`src/rtl/turbosound_pkg.sv`:
```
// turbosound_pkg: shared definitions for the multi-chip TurboSound wrapper.
//   CMD_SELECT_PREFIX : upper five bits of an address latch that selects a chip
//   CMD_MUTE_CFG      : address latch that arms the mute-mask load
//   mix_state_t       : sequential mixer states
//   sel_decode        : maps the low three bits of a select command to a chip index
//   ym_amp            : 4-bit channel volume to linear amplitude (~3 dB per step)
package turbosound_pkg;

  localparam logic [4:0] CMD_SELECT_PREFIX = 5'b11111;
  localparam logic [7:0] CMD_MUTE_CFG      = 8'hF7;

  typedef enum logic [1:0] {IDLE, ACC, OUT} mix_state_t;

  // The chip index field is right-aligned in the top of the 3-bit code space,
  // so the highest code always selects the last chip (0xFF -> chip N-1).
  // Returns {hit, index}; hit is low when the code is below the valid range.
  function automatic logic [3:0] sel_decode(input logic [2:0] code, input int num_chips);
    logic [2:0] base;
    base = 3'(8 - num_chips);
    sel_decode = {code >= base, 3'(code - base)};
  endfunction

  // Peak of 341 lets the 2A+B / 2C+B stereo sum reach exactly 1023.
  function automatic logic [8:0] ym_amp(input logic [3:0] vol);
    case (vol)
      4'd0:    ym_amp = 9'd0;
      4'd1:    ym_amp = 9'd3;
      4'd2:    ym_amp = 9'd4;
      4'd3:    ym_amp = 9'd5;
      4'd4:    ym_amp = 9'd8;
      4'd5:    ym_amp = 9'd11;
      4'd6:    ym_amp = 9'd15;
      4'd7:    ym_amp = 9'd21;
      4'd8:    ym_amp = 9'd30;
      4'd9:    ym_amp = 9'd43;
      4'd10:   ym_amp = 9'd60;
      4'd11:   ym_amp = 9'd85;
      4'd12:   ym_amp = 9'd121;
      4'd13:   ym_amp = 9'd171;
      4'd14:   ym_amp = 9'd241;
      default: ym_amp = 9'd341;
    endcase
  endfunction

endpackage

```
`src/rtl/psg_seq_mixer.sv`:
```
// psg_seq_mixer: sums NUM_CHIPS stereo chip outputs one chip per clock.
//   clk_i, rst_i         : clock, async active-high reset
//   ce_i                 : starts a mix when idle, ignored otherwise
//   chip_l_i, chip_r_i   : packed chip outputs, chip 0 in the low bits
//   mute_i               : per-chip mute, sampled as each chip is accumulated
//   audio_l_o, audio_r_o : registered mixed samples
//   valid_o              : one-clock pulse when the samples update
module psg_seq_mixer
  import turbosound_pkg::*;
#(
  parameter int NUM_CHIPS = 2,
  parameter int IN_W      = 10,
  parameter int OUT_W     = 11
) (
  input  logic                      clk_i,
  input  logic                      rst_i,
  input  logic                      ce_i,
  input  logic [NUM_CHIPS*IN_W-1:0] chip_l_i,
  input  logic [NUM_CHIPS*IN_W-1:0] chip_r_i,
  input  logic [NUM_CHIPS-1:0]      mute_i,
  output logic [OUT_W-1:0]          audio_l_o,
  output logic [OUT_W-1:0]          audio_r_o,
  output logic                      valid_o
);

  mix_state_t         state_q, state_d;
  logic [2:0]         idx_q, idx_d;
  logic [OUT_W-1:0]   acc_l_q, acc_l_d, acc_r_q, acc_r_d;
  logic [OUT_W-1:0]   audio_l_q, audio_l_d, audio_r_q, audio_r_d;
  logic               valid_q, valid_d;
  logic [8*IN_W-1:0]  chip_l8, chip_r8;
  logic [7:0]         mute8;
  logic [IN_W-1:0]    cur_l, cur_r;

  // Padding to eight slots keeps the 3-bit index in range for any chip count.
  assign chip_l8 = (8*IN_W)'(chip_l_i);
  assign chip_r8 = (8*IN_W)'(chip_r_i);
  assign mute8   = 8'(mute_i);
  assign cur_l   = mute8[idx_q] ? '0 : chip_l8[idx_q*IN_W +: IN_W];
  assign cur_r   = mute8[idx_q] ? '0 : chip_r8[idx_q*IN_W +: IN_W];

  always_ff @(posedge clk_i or posedge rst_i) begin
    if (rst_i) begin
      state_q   <= IDLE;
      idx_q     <= '0;
      acc_l_q   <= '0;
      acc_r_q   <= '0;
      audio_l_q <= '0;
      audio_r_q <= '0;
      valid_q   <= 1'b0;
    end else begin
      state_q   <= state_d;
      idx_q     <= idx_d;
      acc_l_q   <= acc_l_d;
      acc_r_q   <= acc_r_d;
      audio_l_q <= audio_l_d;
      audio_r_q <= audio_r_d;
      valid_q   <= valid_d;
    end
  end

  // Output and valid are registered together so the strobe marks the update.
  always_comb begin
    state_d   = state_q;
    idx_d     = idx_q;
    acc_l_d   = acc_l_q;
    acc_r_d   = acc_r_q;
    audio_l_d = audio_l_q;
    audio_r_d = audio_r_q;
    valid_d   = 1'b0;
    case (state_q)
      IDLE: begin
        if (ce_i) begin
          acc_l_d = '0;
          acc_r_d = '0;
          idx_d   = '0;
          state_d = ACC;
        end
      end
      ACC: begin
        acc_l_d = acc_l_q + OUT_W'(cur_l);
        acc_r_d = acc_r_q + OUT_W'(cur_r);
        idx_d   = idx_q + 3'd1;
        if (idx_q == 3'(NUM_CHIPS - 1)) state_d = OUT;
      end
      OUT: begin
        audio_l_d = acc_l_q;
        audio_r_d = acc_r_q;
        valid_d   = 1'b1;
        state_d   = IDLE;
      end
      default: state_d = IDLE;
    endcase
  end

  assign audio_l_o = audio_l_q;
  assign audio_r_o = audio_r_q;
  assign valid_o   = valid_q;

endmodule

```
`src/rtl/ym2149.sv`:
```
// ym2149: reduced YM2149 PSG core (register file, bus port, tone generators,
// fixed-volume channels with ACB stereo). Noise and envelope are not modelled;
// the noise term is treated as permanently high.
//   clk_i, rst_i        : clock, async active-high reset
//   ce_i                : PSG clock enable, advances tone counters
//   bdir_i, bc_i, di_i  : bus control and data (latch / write)
//   do_o                : read data of the latched register (0xFF if none)
//   audio_l_o/_r_o      : left = 2A+B, right = 2C+B
//   ioa_*/iob_*         : IO ports, inputs read back when reg 7 marks them input
module ym2149
  import turbosound_pkg::*;
#(
  parameter int AW = 10
) (
  input  logic          clk_i,
  input  logic          rst_i,
  input  logic          ce_i,
  input  logic          bdir_i,
  input  logic          bc_i,
  input  logic [7:0]    di_i,
  output logic [7:0]    do_o,
  output logic [AW-1:0] audio_l_o,
  output logic [AW-1:0] audio_r_o,
  input  logic [7:0]    ioa_i,
  output logic [7:0]    ioa_o,
  input  logic [7:0]    iob_i,
  output logic [7:0]    iob_o
);

  logic [7:0]  regs_q [16];
  logic [3:0]  addr_q;
  logic        addr_ok_q;
  logic [11:0] tone_cnt_q [3];
  logic [2:0]  tone_q;
  logic [8:0]  amp [3];
  logic [9:0]  sum_l, sum_r;

  // Addresses above 15 invalidate the latch so wrapper command codes are inert.
  always_ff @(posedge clk_i or posedge rst_i) begin
    if (rst_i) begin
      for (int i = 0; i < 16; i++) regs_q[i] <= '0;
      addr_q    <= '0;
      addr_ok_q <= 1'b0;
    end else if (bdir_i && bc_i) begin
      addr_q    <= di_i[3:0];
      addr_ok_q <= (di_i[7:4] == 4'h0);
    end else if (bdir_i && addr_ok_q) begin
      regs_q[addr_q] <= di_i;
    end
  end

  always_ff @(posedge clk_i or posedge rst_i) begin
    if (rst_i) begin
      for (int c = 0; c < 3; c++) tone_cnt_q[c] <= '0;
      tone_q <= '0;
    end else if (ce_i) begin
      for (int c = 0; c < 3; c++) begin
        if (tone_cnt_q[c] >= {regs_q[2*c+1][3:0], regs_q[2*c]}) begin
          tone_cnt_q[c] <= '0;
          tone_q[c]     <= ~tone_q[c];
        end else begin
          tone_cnt_q[c] <= tone_cnt_q[c] + 12'd1;
        end
      end
    end
  end

  // A disabled tone leaves the channel held high, i.e. a DC level at its volume.
  always_comb begin
    for (int c = 0; c < 3; c++) begin
      amp[c] = (tone_q[c] | regs_q[7][c]) ? ym_amp(regs_q[8+c][3:0]) : 9'd0;
    end
    sum_l = {amp[0], 1'b0} + {1'b0, amp[1]};
    sum_r = {amp[2], 1'b0} + {1'b0, amp[1]};
  end

  always_comb begin
    do_o = 8'hFF;
    if (addr_ok_q) begin
      if (addr_q == 4'd14 && !regs_q[7][6])      do_o = ioa_i;
      else if (addr_q == 4'd15 && !regs_q[7][7]) do_o = iob_i;
      else                                       do_o = regs_q[addr_q];
    end
  end

  assign audio_l_o = AW'(sum_l);
  assign audio_r_o = AW'(sum_r);
  assign ioa_o     = regs_q[14];
  assign iob_o     = regs_q[15];

endmodule

```
`src/rtl/turbosound_multi.sv`:
```
// turbosound_multi: NUM_CHIPS YM2149 cores on one PSG bus with chip select,
// write-only mute mask and a sequential stereo mixer.
//   CLK, RESET          : clock, async active-high reset
//   CE                  : PSG clock enable, also starts a mix
//   BDIR, BC, DI        : shared PSG bus, routed to the selected chip only
//   DO                  : read data of the selected chip
//   AUDIO_L/R           : mixed samples, SAMPLE_VALID pulses on update
//   SEL                 : selected chip index
//   IOA/IOB in/out      : IO ports of the last chip
module turbosound_multi
  import turbosound_pkg::*;
#(
  parameter  int NUM_CHIPS = 2,
  parameter  int IN_W      = 10,
  localparam int OUT_W     = IN_W + $clog2(NUM_CHIPS)
) (
  input  logic             CLK,
  input  logic             RESET,
  input  logic             CE,
  input  logic             BDIR,
  input  logic             BC,
  input  logic [7:0]       DI,
  output logic [7:0]       DO,
  output logic [OUT_W-1:0] AUDIO_L,
  output logic [OUT_W-1:0] AUDIO_R,
  output logic             SAMPLE_VALID,
  output logic [2:0]       SEL,
  input  logic [7:0]       IOA_in,
  output logic [7:0]       IOA_out,
  input  logic [7:0]       IOB_in,
  output logic [7:0]       IOB_out
);

  logic [2:0]                sel_q, sel_d;
  logic [NUM_CHIPS-1:0]      mute_q, mute_d;
  logic                      armed_q, armed_d;
  logic [3:0]                dec;
  logic [NUM_CHIPS*IN_W-1:0] chip_l, chip_r;
  logic [7:0]                do_all [8];

  // Any address latch disarms the mute load unless it is the arm code itself.
  always_comb begin
    sel_d   = sel_q;
    mute_d  = mute_q;
    armed_d = armed_q;
    dec     = sel_decode(DI[2:0], NUM_CHIPS);
    if (BDIR && BC) begin
      armed_d = (DI == CMD_MUTE_CFG);
      if (DI[7:3] == CMD_SELECT_PREFIX && dec[3]) sel_d = dec[2:0];
    end else if (BDIR && armed_q) begin
      mute_d  = DI[NUM_CHIPS-1:0];
      armed_d = 1'b0;
    end
  end

  always_ff @(posedge CLK or posedge RESET) begin
    if (RESET) begin
      sel_q   <= 3'(NUM_CHIPS - 1);
      mute_q  <= '0;
      armed_q <= 1'b0;
    end else begin
      sel_q   <= sel_d;
      mute_q  <= mute_d;
      armed_q <= armed_d;
    end
  end

  // Unused slots read as an idle bus so DO needs no range check on SEL.
  for (genvar g = 0; g < 8; g++) begin : g_slot
    if (g < NUM_CHIPS) begin : g_chip
      logic       hit;
      logic [7:0] ioa_in_w, iob_in_w, ioa_out_w, iob_out_w;
      assign hit      = (sel_q == 3'(g));
      assign ioa_in_w = (g == NUM_CHIPS - 1) ? IOA_in : 8'hFF;
      assign iob_in_w = (g == NUM_CHIPS - 1) ? IOB_in : 8'hFF;
      ym2149 #(.AW(IN_W)) u_psg (
        .clk_i     (CLK),
        .rst_i     (RESET),
        .ce_i      (CE),
        .bdir_i    (BDIR & hit),
        .bc_i      (BC & hit),
        .di_i      (DI),
        .do_o      (do_all[g]),
        .audio_l_o (chip_l[g*IN_W +: IN_W]),
        .audio_r_o (chip_r[g*IN_W +: IN_W]),
        .ioa_i     (ioa_in_w),
        .ioa_o     (ioa_out_w),
        .iob_i     (iob_in_w),
        .iob_o     (iob_out_w)
      );
      if (g == NUM_CHIPS - 1) begin : g_io
        assign IOA_out = ioa_out_w;
        assign IOB_out = iob_out_w;
      end
    end else begin : g_empty
      assign do_all[g] = 8'hFF;
    end
  end

  psg_seq_mixer #(.NUM_CHIPS(NUM_CHIPS), .IN_W(IN_W), .OUT_W(OUT_W)) u_mix (
    .clk_i     (CLK),
    .rst_i     (RESET),
    .ce_i      (CE),
    .chip_l_i  (chip_l),
    .chip_r_i  (chip_r),
    .mute_i    (mute_q),
    .audio_l_o (AUDIO_L),
    .audio_r_o (AUDIO_R),
    .valid_o   (SAMPLE_VALID)
  );

  assign DO  = do_all[sel_q];
  assign SEL = sel_q;

endmodule
```
`config.mk`:
```
export PLATFORM = sky130hd
export DESIGN_NAME = turbosound_multi
export DESIGN_NICKNAME = d
export VERILOG_FILES = /design/src/rtl/turbosound_pkg.sv /design/src/rtl/psg_seq_mixer.sv /design/src/rtl/ym2149.sv /design/src/rtl/turbosound_multi.sv
export SDC_FILE = /design/constraint.sdc
export NUM_CORES = 1
export LEC_CHECK = 0
export CAP_MARGIN = 10
export CELL_PAD_IN_SITES_DETAIL_PLACEMENT = 1
export CELL_PAD_IN_SITES_GLOBAL_PLACEMENT = 2
export CORE_ASPECT_RATIO = 0.8
export CORE_MARGIN = 3
export CORE_UTILIZATION = 43
export CTS_CLUSTER_DIAMETER = 50
export CTS_CLUSTER_SIZE = 10
export DETAILED_ROUTE_END_ITERATION = 6
export GPL_ROUTABILITY_DRIVEN = 0
export PLACE_DENSITY = 0.92
export SYNTH_ARGS = -nofsm -noshare
export SYNTH_HDL_FRONTEND = slang
export SYNTH_SLANG_ARGS = --single-unit
```
`constraint.sdc`:
```
create_clock -name CLK -period 14.6 [get_ports CLK]
set_clock_uncertainty 0.1 [all_clocks]
set_input_delay 1.46 -clock CLK [delete_from_list [all_inputs] [get_ports CLK]]
set_output_delay 1.46 -clock CLK [all_outputs]
set_load 0.05 [all_outputs]
```
# Word-level counts from Yosys, hierarchy flattened
# Memory sizes are Yosys's and may differ from the RTL's.
# Index checks and enable logic that the tools add are counted.
# word_totals
regBits,400
memories,6
rom_bits,864
# classes
reduce_logical,34
eq_ne,12
add_sub_neg,14
muxes,48
n_shift,2
n_mul,1
order_cmp,13
bitwise_logic,22
# memory_table
name,words,width,rd,rd_clocked_by_memory_dff,wr,line_no,source
(name not given),16,9,1,0,0,turbosound_pkg.sv:25,case (vol)
(name not given),16,9,1,0,0,turbosound_pkg.sv:25,
(name not given),16,9,1,0,0,turbosound_pkg.sv:25,
(name not given),16,9,1,0,0,turbosound_pkg.sv:25,
(name not given),16,9,1,0,0,turbosound_pkg.sv:25,
(name not given),16,9,1,0,0,turbosound_pkg.sv:25,
# op_table
cell,n
bitwise mux 128 bit,2
indexed part select 80 x 8 -> 10 bit,2
2-to-1 mux 8 bit,14
adder 12 x 1 -> 12 bit (second input constant),6
greater-or-equal comparator 12 bit,6
2-to-1 mux 12 bit,6
binary-select mux 8 bit (select 4 bit),2
demux 8 bit (select 4 bit),2
2-to-1 mux 9 bit,6
case mux 11 bit (2 select lines),2
adder 10 x 9 -> 10 bit,4
binary-select mux 8 bit (select 3 bit),1
AND reduction 2 bit,12
adder 11 x 10 -> 11 bit,2
2-to-1 mux 10 bit,2
equality test 4 bit (second input constant),4
logical AND 1 bit,13
2-to-1 mux 11 bit,1
greater-or-equal comparator 5 bit (second input constant),2
< comparator 5 x 1 -> 1 bit (second input constant),2
NOT 4 -> 5 bit,2
NOT 1 bit,9
equality test 8 bit (second input constant),1
equality test 3 x 1 -> 1 bit (second input constant),2
25 further kinds,41

# Logic depth before layout (Yosys ltp)
# depth
ltp_word,10
depth_mapped,20

# Hierarchy
# A second synthesis with hierarchy kept.
# hier_totals
hier_cells,2315
hier_area_um2,24723.7
# by_module_without_submodules
mod,seq_area_each_um2,area_each_um2,cells_each,n_inst
ym2149 (g_slot[0].g_chip.u_psg),4304.1,10525.1,983,1
ym2149 (g_slot[1].g_chip.u_psg),4304.1,10496.3,961,1
psg_seq_mixer,1251.2,3250.6,326,1
turbosound_multi,151.4,451.7,45,1

# Worst setup path after synthesis
# Ideal clock, no wire load.
# synth_timing
kind,input to output
startpoint,input IOB_in[0]
endpoint,output DO[0]
path_stages,2
arrival_ps,2404
slack_ps,10636
t_required_ps,13040
path_cell_list,nand2_1 a31oi_1
# synth_between
elab_chain_len,6
# synth_lines
item,line_no,source
"start, declared",turbosound_multi.sv:30,"input logic [7:0] IOB_in,"
2-to-1 mux 8 bit,ym2149.sv:81,else if (addr_q == 4'd15 && !regs_q[7][7]) do_o = iob_i;
2-to-1 mux 8 bit,ym2149.sv:80,if (addr_q == 4'd14 && !regs_q[7][6]) do_o = ioa_i;
2-to-1 mux 8 bit,ym2149.sv:79,if (addr_ok_q) begin
binary-select mux 8 bit (select 3 bit),turbosound_multi.sv:112,assign DO = do_all[sel_q];
2-to-1 mux 8 bit (implied by the code) (2 in series),turbosound_multi.sv:112,
"end, declared",turbosound_multi.sv:23,"output logic [7:0] DO,"
# Every way passes these cells. The select of a mux whose other input is x is not followed.

# Worst setup path after layout
# layout_timing
startpoint,register g_slot[1].g_chip.u_psg.addr_q[0]
endpoint,output DO[3]
# layout_between
elab_chain_len,10
word_cells_on_any_way,14
# layout_lines
item,line_no,source
"start, declared",ym2149.sv:31,logic [3:0] addr_q;
"start signal, assigned",ym2149.sv:45,addr_q <= di_i[3:0];
NOT 4 -> 5 bit (implied by the code),ym2149.sv:82,else do_o = regs_q[addr_q];
binary-select mux 8 bit (select 4 bit),ym2149.sv:82,
2-to-1 mux 8 bit (implied by the code) (2 in series),ym2149.sv:82,
2-to-1 mux 8 bit,ym2149.sv:81,
2-to-1 mux 8 bit *,ym2149.sv:80,
2-to-1 mux 8 bit *,ym2149.sv:79,
binary-select mux 8 bit (select 3 bit) *,turbosound_multi.sv:112,
2-to-1 mux 8 bit (implied by the code) * (2 in series),turbosound_multi.sv:112,
# Every way passes the cells marked *; elsewhere a longest branch is shown, timed or not. The select of a mux whose other input is x is not followed.

==> summary.md <==
| Metric | Value |
|---|---|
| Outcome | `complete, no violations` |
| Crit path kind | `reg2out` |
| Fraction of layout cells with a size suffix above 1 | `22.3%` |
| Ys Warns | `0` |
| DR vias/cell | `5.92` |
| FILL cells | `5,730` |
| Top FF cell, synth | `dfrtp_1` |
| Die Ht | `217 um` |
| Iteration-0 DRC Markers | `1,428` |
| Reg area | `10,000 um2` |
| Arr. time, crit path | `4.06 ns` |
| CP Launch Point | `g_slot[1].g_chip.u_psg.addr_q[0]` |
| H-tree depth | `2` |
| Worst hold slack | `0.383 ns` |
| Final wirelength | `69.4 mm` |
| Flop pwr share | `43.7%` |
| Post-synthesis net count | `2,321` |
| Mean Syn Cell Area | `11.2 um2` |
| Non-Filler Instances | `2,926` |
| CTS sink cnt | `400` |
| Reg clk slew, reported paths | `0.06 ns` |
| Comb power frac | `14.7%` |
| Hpwl dp | `49.0 mm` |
| Max clock buf depth | `3` |
| Actual slew at the worst max-slew pin | `1.30 ns` |
| Async S/R FF share, synth | `100%` |
| Startpoint types | `flip-flop` |
| DIE AREA | `58,300 um2` |
| Latest clock arrival within the worst-skew pair | `0.60 ns` |
| Row cnt | `76` |
| Number of iterations in the first detailed-routing pass | `5` |
| Clock network fraction of total power | `41.6%` |
| Number of synthesized register bits | `400` |
| CP Buf/Inv Count | `1` |
| Pins Over Slew Limit | `0` |
| Layout Nets | `2,361` |
| Synthesized cell area | `23,800 um2` |
| Net Sw Power | `799 uW` |
| Setup TNS Final | `0 ns` |
| Largest net degree at the start of global routing | `123` |
| Pwr Density | `104 nW/um2` |
| Vias | `17,300` |
| Vias in the first global route | `18,800` |
| VDD IR max | `0.0855 mV` |
| Synthesized netlist cell count | `2,127` |
| P_int | `1990 uW` |
| P&R area growth vs syn | `11.9%` |
| Max-slew headroom at the worst pin | `13.1%` |
| Met3 global-route usage | `5.30%` |
| Grt met2 use | `38.6%` |
| First-pass GRT wire length | `110 mm` |
| Unrepaired setup endpoints after global routing | `no` |
| Placed insts | `2,855` |
| I/O Buffers | `78` |
| Post-CTS Setup Bufs | `0` |
| Register area share after synthesis | `42.0%` |
| WL/cell | `23.7 um` |
| Grt ovf | `0` |
| CTS tree | `done` |
| CTS root buf | `clkbuf_16` |
| Max incr delay on CP | `1.11 ns` |
| Final Hold Viols | `0` |
| Fmax | `0.178 GHz` |
| Switching share of total power | `28.7%` |
| Setup WS pre-CTS | `9.56 ns` |
| Ports | `79` |
| TritonCTS Buffers | `49` |
| Initial Util | `43.9%` |
| DRC | `0` |
| Resized cells post-CTS | `0` |
| CORE AREA | `54,300 um2` |
| Leakage | `0.0124 uW` |
| Gr usage total | `23.9%` |
| Die span in x | `269 um` |
| Yosys cell types | `75` |
| M1 GR Usage | `32.4%` |
| Reg2reg start | `g_slot[1].g_chip.u_psg.regs_q[48]` |
| Min Tclk post-route | `5.62 ns` |
| CP max-delay cell | `dfrtp_2` |
| Worst Setup Slack, final | `8.98 ns` |
| Hold WC Path Type | `reg2reg` |
| CP endpoint kind | `output port` |
| Placed inst area | `25,200 um2` |
| CP dominant cell by count | `nand2_1` |
| Design area | `26,700 um2` |
| Hold_buf cts | `0` |
| Post-synth EDFFs | `0` |
| Final setup viols | `0` |
| Gr busiest metal | `met2` |
| Max Cap Violations | `0` |
| Critical path cell sequence | `nand2_1 -> nor3_1 -> nand2_1 -> a31oi_1 -> clkdlybuf4s50_1` |
| Area occupied by multi-input gates | `12,800 um2` |
| Critical path's top delay family | `simple AND/OR/NAND/NOR gates` |
| Critical path peak fanout | `41` |
| Initial antenna violation count | `4` |
| Routed Antenna Nets | `0` |
| Worst Min Path Start | `u_mix.audio_l_o[1]` |
| Required @ worst endpoint | `13.04 ns` |
| Final worst path period share | `38.5%` |
## per-stage QoR
step | util [%] | total power, uW
2_1_floorplan | - | 1510
3_3_place_gp | 46.4 | 1620
4_1_cts | 49.1 | 2810
6_report | 49.1 | 2790
5_1_grt | 49.1 | 2910
3_5_place_dp | 46.4 | 1640
## state kept, by name (all words and copies together) (netlist names)
signal,flops
g_slot.g_chip.u_psg.regs_q,224
g_slot.g_chip.u_psg.tone_cnt_q,72
g_slot.g_chip.u_psg.ioa_o,16
g_slot.g_chip.u_psg.iob_o,16
u_mix.acc_l_q,11
u_mix.acc_r_q,11
u_mix.audio_l_o,11
u_mix.audio_r_o,11
g_slot.g_chip.u_psg.addr_q,8
g_slot.g_chip.u_psg.tone_q,6
SEL,3
u_mix.idx_q,3
g_slot.g_chip.u_psg.addr_ok_q,2
mute_q,2
u_mix.state_q,2
armed_q,1
u_mix.valid_o,1
## power by group through the flow
stage          Clock (uW)  Sequential (uW)  Combinational (uW)
2_1_floorplan           0             1270                 242
3_3_place_gp            0             1230                 387
3_5_place_dp            0             1240                 403
4_1_cts              1190             1220                 407
5_1_grt              1230             1230                 450
6_report             1160             1220                 410
## layout make-up
cell class,instances,share of cell area [%]
Multi-Input combinational cell,1490,48.2
Sequential cell,400,37.5
Clock buffer,57,4.75
Tap cell,741,3.48
Timing Repair Buffer,96,3.45
Inverter,130,1.86
Clock inverter,11,0.760
Antenna cell,1,0.00938
## cell usage after synthesis (7+ instances only)
master / n / share of area (%)
dfrtp_1: 399 / 42
mux2_2: 297 / 14
nor2_1: 170 / 2.7
ha_1: 163 / 8.6
nand2_1: 137 / 2.2
inv_1: 129 / 2.0
mux4_2: 80 / 7.6
o21ai_0: 67 / 1.4
clkbuf_1: 59 / 0.93
a21oi_1: 58 / 1.2
a21o_1: 48 / 1.5
xor2_1: 43 / 1.6
nand3_1: 39 / 0.82
xnor2_1: 38 / 1.4
nor3_1: 35 / 0.73
and3_1: 26 / 0.68
a31oi_1: 25 / 0.66
mux2i_1: 25 / 1.0
buf_2: 23 / 0.48
a211oi_1: 22 / 0.69
nand2b_1: 22 / 0.58
nand4_1: 20 / 0.52
o22ai_1: 20 / 0.52
nor2b_1: 18 / 0.47
buf_4: 16 / 0.50
nand3b_1: 11 / 0.35
a22o_1: 10 / 0.37
o2bb2ai_1: 10 / 0.37
o31ai_1: 9 / 0.28
and2_1: 8 / 0.21
buf_1: 8 / 0.13
or3_1: 7 / 0.18
## kinds of logic after synthesis
| group | after synthesis | synth area share [%] |
|---|---|---|
| and+or+nand+nor | 522 | 10.5 |
| muxes | 403 | 22.7 |
| buffers and inverters | 237 | 4.14 |
| DFF | 400 | 42.0 |
| xor gates and xnor gates | 81 | 2.98 |
| adders and majority gates | 167 | 8.81 |
| AOI/OAI and AO/OA | 317 | 8.94 |
## cell usage in the layout (no fill, tap or decap), types with 18 or more instances in the layout
master,netlist,routed
nand2_1,137,137
a21o_1,48,48
mux2i_1,25,25
xor2_1,43,43
xnor2_1,38,38
a211oi_1,22,22
clkbuf_16,0,49
nor2b_1,18,18
nand2b_1,22,22
o22ai_1,20,20
nand3_1,39,39
a21oi_1,58,58
inv_1,129,128
nand4_1,20,20
clkdlybuf4s50_1,0,76
o21ai_0,67,67
dfrtp_1,399,396
a31oi_1,25,25
nor2_1,170,170
nor3_1,35,35
and3_1,26,26
ha_1,163,163
mux4_2,80,80
mux2_2,297,297
## final timing paths
| kind | to | slack (ns) | cells after the start |
|---|---|---|---|
| max in group asynchronous | g_slot[0].g_chip.u_psg.tone_cnt_q[8] | 10.59 | 4 |
| max | DO[3] | 8.98 | 5 |
| max reg2reg | u_mix.acc_r_q[9] | 9.94 | 16 |
| min reg2reg | u_mix.audio_l_o[1] | 0.38 | 2 |
| min in group asynchronous | g_slot[1].g_chip.u_psg.tone_cnt_q[15] | 1.26 | 2 |
| min | u_mix.audio_l_o[1] | 0.38 | 2 |
## routing by layer
metal / up-vias / wire length, um
li1: 7744 / -
met1: 8987 / 31100
met2: 457 / 32200
met3: 132 / 4220
met4: 8 / 1860
met5: - / 46
## worst register-to-register path, cell delays in order, from the launching register on
cell      delay, ns
dfrtp_1        0.66
ha_1           0.29
mux2i_1        0.08
a21oi_1        0.16
nor2_1         0.10
ha_1           0.43
inv_1          0.08
o41ai_1        0.62
a21oi_1        0.17
xor2_1         0.19
a211oi_1       0.47
ha_1           0.36
o21ai_0        0.15
o21ai_0        0.15
a31oi_1        0.23
xor2_1         0.17
o21ai_0        0.09
Power figures use the tool's default switching activity.
